$ cat src/rtl/modcount_pkg.sv
// Shared types and default sizing for the modulo-counter checker.
package modcount_pkg;

    localparam int unsigned DefWidth = 4;
    localparam int unsigned DefMod   = 10;
    localparam int unsigned DefCntw  = 8;

    typedef enum logic [1:0] {
        StIdle,
        StTrack,
        StResync
    } state_e;

endpackage

$ cat src/rtl/modcount_next.sv
// Next value of a modulo-MOD counter with synchronous load.
module modcount_next
    import modcount_pkg::*;
#(
    parameter int unsigned WIDTH = DefWidth,
    parameter int unsigned MOD   = DefMod
) (
    input  logic [WIDTH-1:0] v,
    input  logic [WIDTH-1:0] ld,
    input  logic             lde,
    output logic [WIDTH-1:0] next
);

    localparam logic [WIDTH-1:0] Top = WIDTH'(MOD - 1);

    always_comb begin
        if (lde) begin
            next = ld;
        end else if (v == Top) begin
            next = '0;
        end else begin
            next = v + WIDTH'(1);
        end
    end

endmodule

$ cat config.mk
export PLATFORM = sky130hd
export DESIGN_NAME = modcount_next
export DESIGN_NICKNAME = d
export VERILOG_FILES = /design/src/rtl/modcount_pkg.sv /design/src/rtl/modcount_next.sv
export SDC_FILE = /design/constraint.sdc
export NUM_CORES = 1
export LEC_CHECK = 0
export ABC_AREA = 1
export CAP_MARGIN = 15
export CORE_AREA = 8 8 45 47
export DETAILED_ROUTE_END_ITERATION = 10
export DIE_AREA = 0 0 53 55
export SLEW_MARGIN = 10
export SYNTH_ARGS = -nofsm -noshare
export SYNTH_HDL_FRONTEND = slang
export SYNTH_SLANG_ARGS = --single-unit
export TNS_END_PERCENT = 50
$ cat constraint.sdc
create_clock -name vclk -period 0.8
set_clock_uncertainty 0.05 [all_clocks]
set_input_delay 0.16 -clock vclk [all_inputs]
set_output_delay 0.16 -clock vclk [all_outputs]
set_load 0.03 [all_outputs]
# == After elaboration in Yosys (flattened, before gate mapping) ==
# Cells that the tools add are included.
# word_totals
inputBits,9
regBits,0
# op_classes
add_sub_neg,1
eq_ne,1
n_mux,2
# ops
cell,n
4-bit 2-to-1 mux,2
4-bit by 1-bit adder with 4-bit output (second input constant),1
4-bit equality test (second input constant),1

# == Logic depth before layout (Yosys ltp) ==
# Gate-level depths: netlist of the first run.
# logic_depth
depth_word,3
ltp_mapped,5
ltp_nobuf,5

# == Worst setup path before layout of the first run ==
# No wires, ideal clock.
# synth_path
kind,input port to output port
from,input port v[0]
to,output port next[0]
arrival_ns,0.850
stages,1
t_required_ns,0.590
setup_slack_ns,-0.260
cell_sequence,o21ai_0
# synth_via
elab_chain_len,3
word_cells_on_any_way,4
cone_classes,1 x add/sub; 1 x eq/ne; 2 x mux
# synth_lines
item,line_no,source
"start, declared",modcount_next.sv:8,"input logic [WIDTH-1:0] v,"
4-bit by 1-bit adder with 4-bit output / 4-bit equality test (equally long branches),"modcount_next.sv:22, modcount_next.sv:19",
4-bit 2-to-1 mux *,modcount_next.sv:19,end else if (v == Top) begin
4-bit 2-to-1 mux *,modcount_next.sv:17,if (lde) begin
"end, declared",modcount_next.sv:11,output logic [WIDTH-1:0] next
# Mark *: on every way between the ends. The rest lies on a longest branch, timed or not.

# == Worst setup path after layout of the first run ==
# layout_path
from,input port v[0]
to,output port next[1]
# The elaborated chain is that of the path after synthesis.

==> results.json, run 1 <==
{
  "status": "finished, violations left",
  "antenna_found_initial": 0,
  "multi_input_area_sq_um": 113,
  "grt_max_degree": 7,
  "crit_chain": "buf_8 > buf_6 > a21oi_2 > nand2_1 > nand2_1 > buf_6",
  "final_nets": 50,
  "synth_top_area_share": 0.398,
  "setup_violations": 4,
  "finalHoldViolations": 0,
  "rows": 14,
  "area_growth_pct": 189,
  "dp_slack_ns": -0.657,
  "synth_mux_area_frac": 0,
  "vias": 194,
  "place_area_sq_um": 265,
  "dieArea_sq_um": 2920,
  "seq_area_sq_um": 0,
  "path_max_fanout": 6,
  "synthesis.nets": 33,
  "antenna_cells": 0,
  "critPathTopFamily": "buffers and inverters",
  "postCtsHoldBufs": 0,
  "failed_checks": "setup timing",
  "syn_avg_cell_area_sq_um": 4.33,
  "ir_worst_vdd_uv": 201,
  "worst_setup_path_end_kind": "output pin",
  "first_iter_violations": 0,
  "place_hpwl_um": 377,
  "grt_usage": 0.0311,
  "timing.final.crit_share": 1.18,
  "cpPeakStageDelay_ns": 0.13,
  "drc_errors": 0,
  "fmax_mhz": 1060,
  "port_buffers": 13,
  "drv_cap": 0,
  "critPathLaunch": "v[0]",
  "synthTopCellsByCount": "11 x nand2_1, 4 x inv_1, 2 x a21oi_1, 2 x nand3_1, 2 x o21ai_0",
  "synth-simple-area-share": 0.602,
  "place_congestion": 0.662,
  "critPathBufInv": 3,
  "synth_top_cell_by_area": "nand2_1",
  "ant_nets": 0,
  "synth_top_family_by_area": "simple AND/OR/NAND/NOR gates",
  "yosysWarnings": 0,
  "ys_types": 8,
  "cp_data_arrival_time_ns": 0.73,
  "clock_buffers": 0,
  "synth.most_common_cell": "nand2_1",
  "synth.area.top_cells": "nand2_1 40%, inv_1 14%, a21oi_1 9.6%",
  "post-cts-setup-buffers": 0,
  "worstSetupPathType": "primary input to output pin",
  "n_sequential_cell": 0,
  "drive_above_1_share": 0.513,
  "wire_per_inst_um": 8.47,
  "worst_slew_pin_slew_ns": 0.144,
  "rsz0062_at_grt": "yes",
  "die_w_um": 53,
  "syn-cell-area_sq_um": 104,
  "dieHeight_um": 55,
  "p_per_area_nw_per_um2": 631,
  "start_kind": "primary input",
  "leakagePower_uw": 0.000149,
  "synth_adder_area_share": 0,
  "hold_depth": 4,
  "grt_first_pass_wirelength_um": 752,
  "fin_area_sq_um": 300,
  "whs_ns": 0.611,
  "pin_count": 13,
  "coreArea_sq_um": 1380,
  "hold_end": "next[3]",
  "wl_um": 466,
  "hold_path.class": "primary input to output pin",
  "finalWorstSetupSlack_ns": -0.143,
  "cp_data_required_time_ns": 0.59,
  "grt_pass1_vias": 189,
  "slowest_stage": "buf_6",
  "relSlewSlack": 0.904,
  "synth-compound-area-share": 0.253,
  "fillers": 158,
  "synth-xor-area-share": 0,
  "worstHoldStart": "lde",
  "start_util": 0.0750,
  "slew_viol_final": 0,
  "grt_overflow_total": 0,
  "drt-pass1-iter-count": 1,
  "synth.yosys.seq_area_share": 0,
  "syn_inst": 24,
  "vias_per_cell": 3.53,
  "period_minus_slack_ns": 0.943
}
-- repair_timing --
item | in CTS | in global routing
pin swaps | 11 | 7
setup endpoints to repair | 4 | 4
resized for setup | 46 | 1
-- layout by cell type (no fill, tap or decap) --
cell type / count
nand2_1: 9
buf_6: 6
dlygate4sd2_1: 4
inv_2: 3
nand2_2: 2
o21ai_1: 2
a21oi_2: 2
buf_8: 2
buf_4: 2
nand3_2: 1
nor2_1: 1
a31oi_2: 1
inv_1: 1
nand3_1: 1
nand3b_1: 1
buf_2: 1
-- area by class of cell --
type | instances | share of cell area
Timing Repair Buffer | 15 | 0.508
Inverter | 4 | 0.0500
Tap cell | 16 | 0.0667
Multi-Input combinational cell | 20 | 0.375
-- stage by stage --
step           power [uW]  utilization  instances  TNS, ns
2_1_floorplan        73.9            -         24   -0.132
3_3_place_gp          168        0.192         55    -2.43
3_5_place_dp          168        0.192         55    -2.43
4_1_cts               189        0.214         55   -0.494
5_1_grt               205        0.217         55   -0.640
6_report              190        0.217         55   -0.456
-- layer usage --
metal	vias to the layer above	global-route usage	part of all wire
met5	-	0	0
met2	10	0.0371	0.40
met3	0	0.0160	0.13
li1	109	-	-
met4	0	0	0
met1	75	0.0483	0.47
-- kinds of logic (layout without fill, tap and decap cells) --
| logic type | Yosys count | after routing |
|---|---|---|
| AND/OR/NAND/NOR | 15 | 15 |
| buffers and inverters | 4 | 19 |
| AO/OA/AOI/OAI | 5 | 5 |
-- where the power goes --
group | switching (uW) | leakage [uW] | internal [uW]
registers | 0 | 0 | 0
clock network | 0 | 0 | 0
logic | 94.2 | 0.000149 | 95.3
-- how the worst max path moves through the flow --
stage,to,slack (ns),cells past startpoint
3_5_place_dp,next[3],-0.66,7
6_report,next[1],-0.14,6
2_1_floorplan,next[2],-0.06,3
4_1_cts,next[1],-0.16,6
3_3_place_gp,next[3],-0.66,7
5_1_grt,next[1],-0.20,6
Note: power is estimated with default switching activity, not from simulation.
==> run 2, diff against run 1 <==
--- a/config.mk
+++ b/config.mk
@@ -7,9 +7,9 @@
 export LEC_CHECK = 0
 export ABC_AREA = 1
 export CAP_MARGIN = 15
-export CORE_AREA = 8 8 45 47
+export CORE_AREA = 2 2 39 41
 export DETAILED_ROUTE_END_ITERATION = 10
-export DIE_AREA = 0 0 53 55
+export DIE_AREA = 0 0 41 43
 export SLEW_MARGIN = 10
 export SYNTH_ARGS = -nofsm -noshare
 export SYNTH_HDL_FRONTEND = slang
==> results.json, run 2 (same netlist as run 1, synthesis figures left out) <==
{
  "place_hpwl_um": 299,
  "setup_violations": 4,
  "relSlewSlack": 0.902,
  "wire_per_inst_um": 6.91,
  "clock_buffers": 0,
  "path_max_fanout": 6,
  "wl_um": 373,
  "worst_setup_path_end_kind": "output pin",
  "slew_viol_final": 0,
  "cp_data_required_time_ns": 0.59,
  "ir_worst_vdd_uv": 241,
  "rows": 14,
  "grt_max_degree": 8,
  "area_growth_pct": 175,
  "antenna_cells": 0,
  "start_kind": "primary input",
  "dieHeight_um": 43,
  "drt-pass1-iter-count": 2,
  "ant_nets": 0,
  "first_iter_violations": 3,
  "drv_cap": 0,
  "drive_above_1_share": 0.447,
  "finalHoldViolations": 0,
  "pin_count": 13,
  "place_area_sq_um": 258,
  "grt_usage": 0.0470,
  "coreArea_sq_um": 1380,
  "die_w_um": 41,
  "fin_area_sq_um": 285,
  "final_cell_mix": "10 x nand2_1, 7 x buf_6, 4 x dlygate4sd2_1",
  "dp.cells": 54,
  "rsz0062_at_grt": "yes",
  "p_per_area_nw_per_um2": 634,
  "grt_first_pass_wirelength_um": 627,
  "failed_checks": "setup timing",
  "drc_errors": 0,
  "grt_pass1_vias": 166,
  "hold_path.class": "primary input to output pin",
  "cp_data_arrival_time_ns": 0.74,
  "dieArea_sq_um": 1760,
  "place_congestion": 0.638,
  "post-cts-setup-buffers": 0,
  "worst_slew_pin_slew_ns": 0.146,
  "instances_no_fill": 54,
  "final_nets": 49,
  "finalWorstSetupSlack_ns": -0.147,
  "antenna_found_initial": 0,
  "n_sequential_cell": 0,
  "status": "finished, violations left",
  "vias": 193,
  "timing.final.crit_share": 1.18,
  "vias_per_cell": 3.57,
  "grt_overflow_total": 0,
  "start_util": 0.0750,
  "fmax_mhz": 1060,
  "seq_area_sq_um": 0,
  "worstSetupPathType": "primary input to output pin",
  "leakagePower_uw": 0.000142,
  "port_buffers": 13,
  "period_minus_slack_ns": 0.947,
  "mostFrequentLayoutCell": "nand2_1"
}
[run 2: final timing paths]
check             from      end  slack [ns]  cells past startpoint
hold / removal     lde  next[0]        0.59                      3
setup / recovery  v[0]  next[1]       -0.15                      6
[run 2: report_power, final]
part | total (uW) | switching [uW] | internal, uW
registers | 0 | 0 | 0
logic | 181 | 91.4 | 89.5
clock network | 0 | 0 | 0
[run 2: worst max-delay path, stage by stage]
cell and delay (ns):
buf_8 0.11, buf_6 0.11, a21oi_2 0.10, nand2_1 0.06, nand2_1 0.07, buf_6 0.13
[run 2: area by class of cell]
| cell class | count | area (sq um) |
|---|---|---|
| Tap cell | 16 | 20.0 |
| Inverter | 4 | 17.5 |
| Fill cell | 160 | 1100 |
| Multi-Input combinational cell | 20 | 106 |
| Timing Repair Buffer | 14 | 141 |
[run 2: routing by layer]
layer  part of all wire  wire length, um  track usage  vias up
li1                   -                -            -      106
met1               0.45              169       0.0696       77
met2               0.41              153       0.0750       10
met3               0.13               50      0.00524        0
met4                  0                0            0        0
met5                  0                0            0        -
[run 2: what timing repair did]
action	in CTS	in global routing
resized for setup	43	2
hold buffers	0	0
setup endpoints to repair	4	4
pin swaps	10	5
gates cloned	0	0
[run 2: through the flow]
step | util | worst slack (ns) | total power, uW | hold WS (ns) | TNS, ns
2_1_floorplan | - | -0.0636 | 73.9 | 0.444 | -0.132
3_3_place_gp | 0.186 | -0.652 | 163 | 0.930 | -2.44
3_5_place_dp | 0.186 | -0.653 | 163 | 0.933 | -2.47
4_1_cts | 0.203 | -0.172 | 179 | 0.592 | -0.510
5_1_grt | 0.206 | -0.210 | 198 | 0.620 | -0.684
6_report | 0.206 | -0.147 | 181 | 0.589 | -0.467
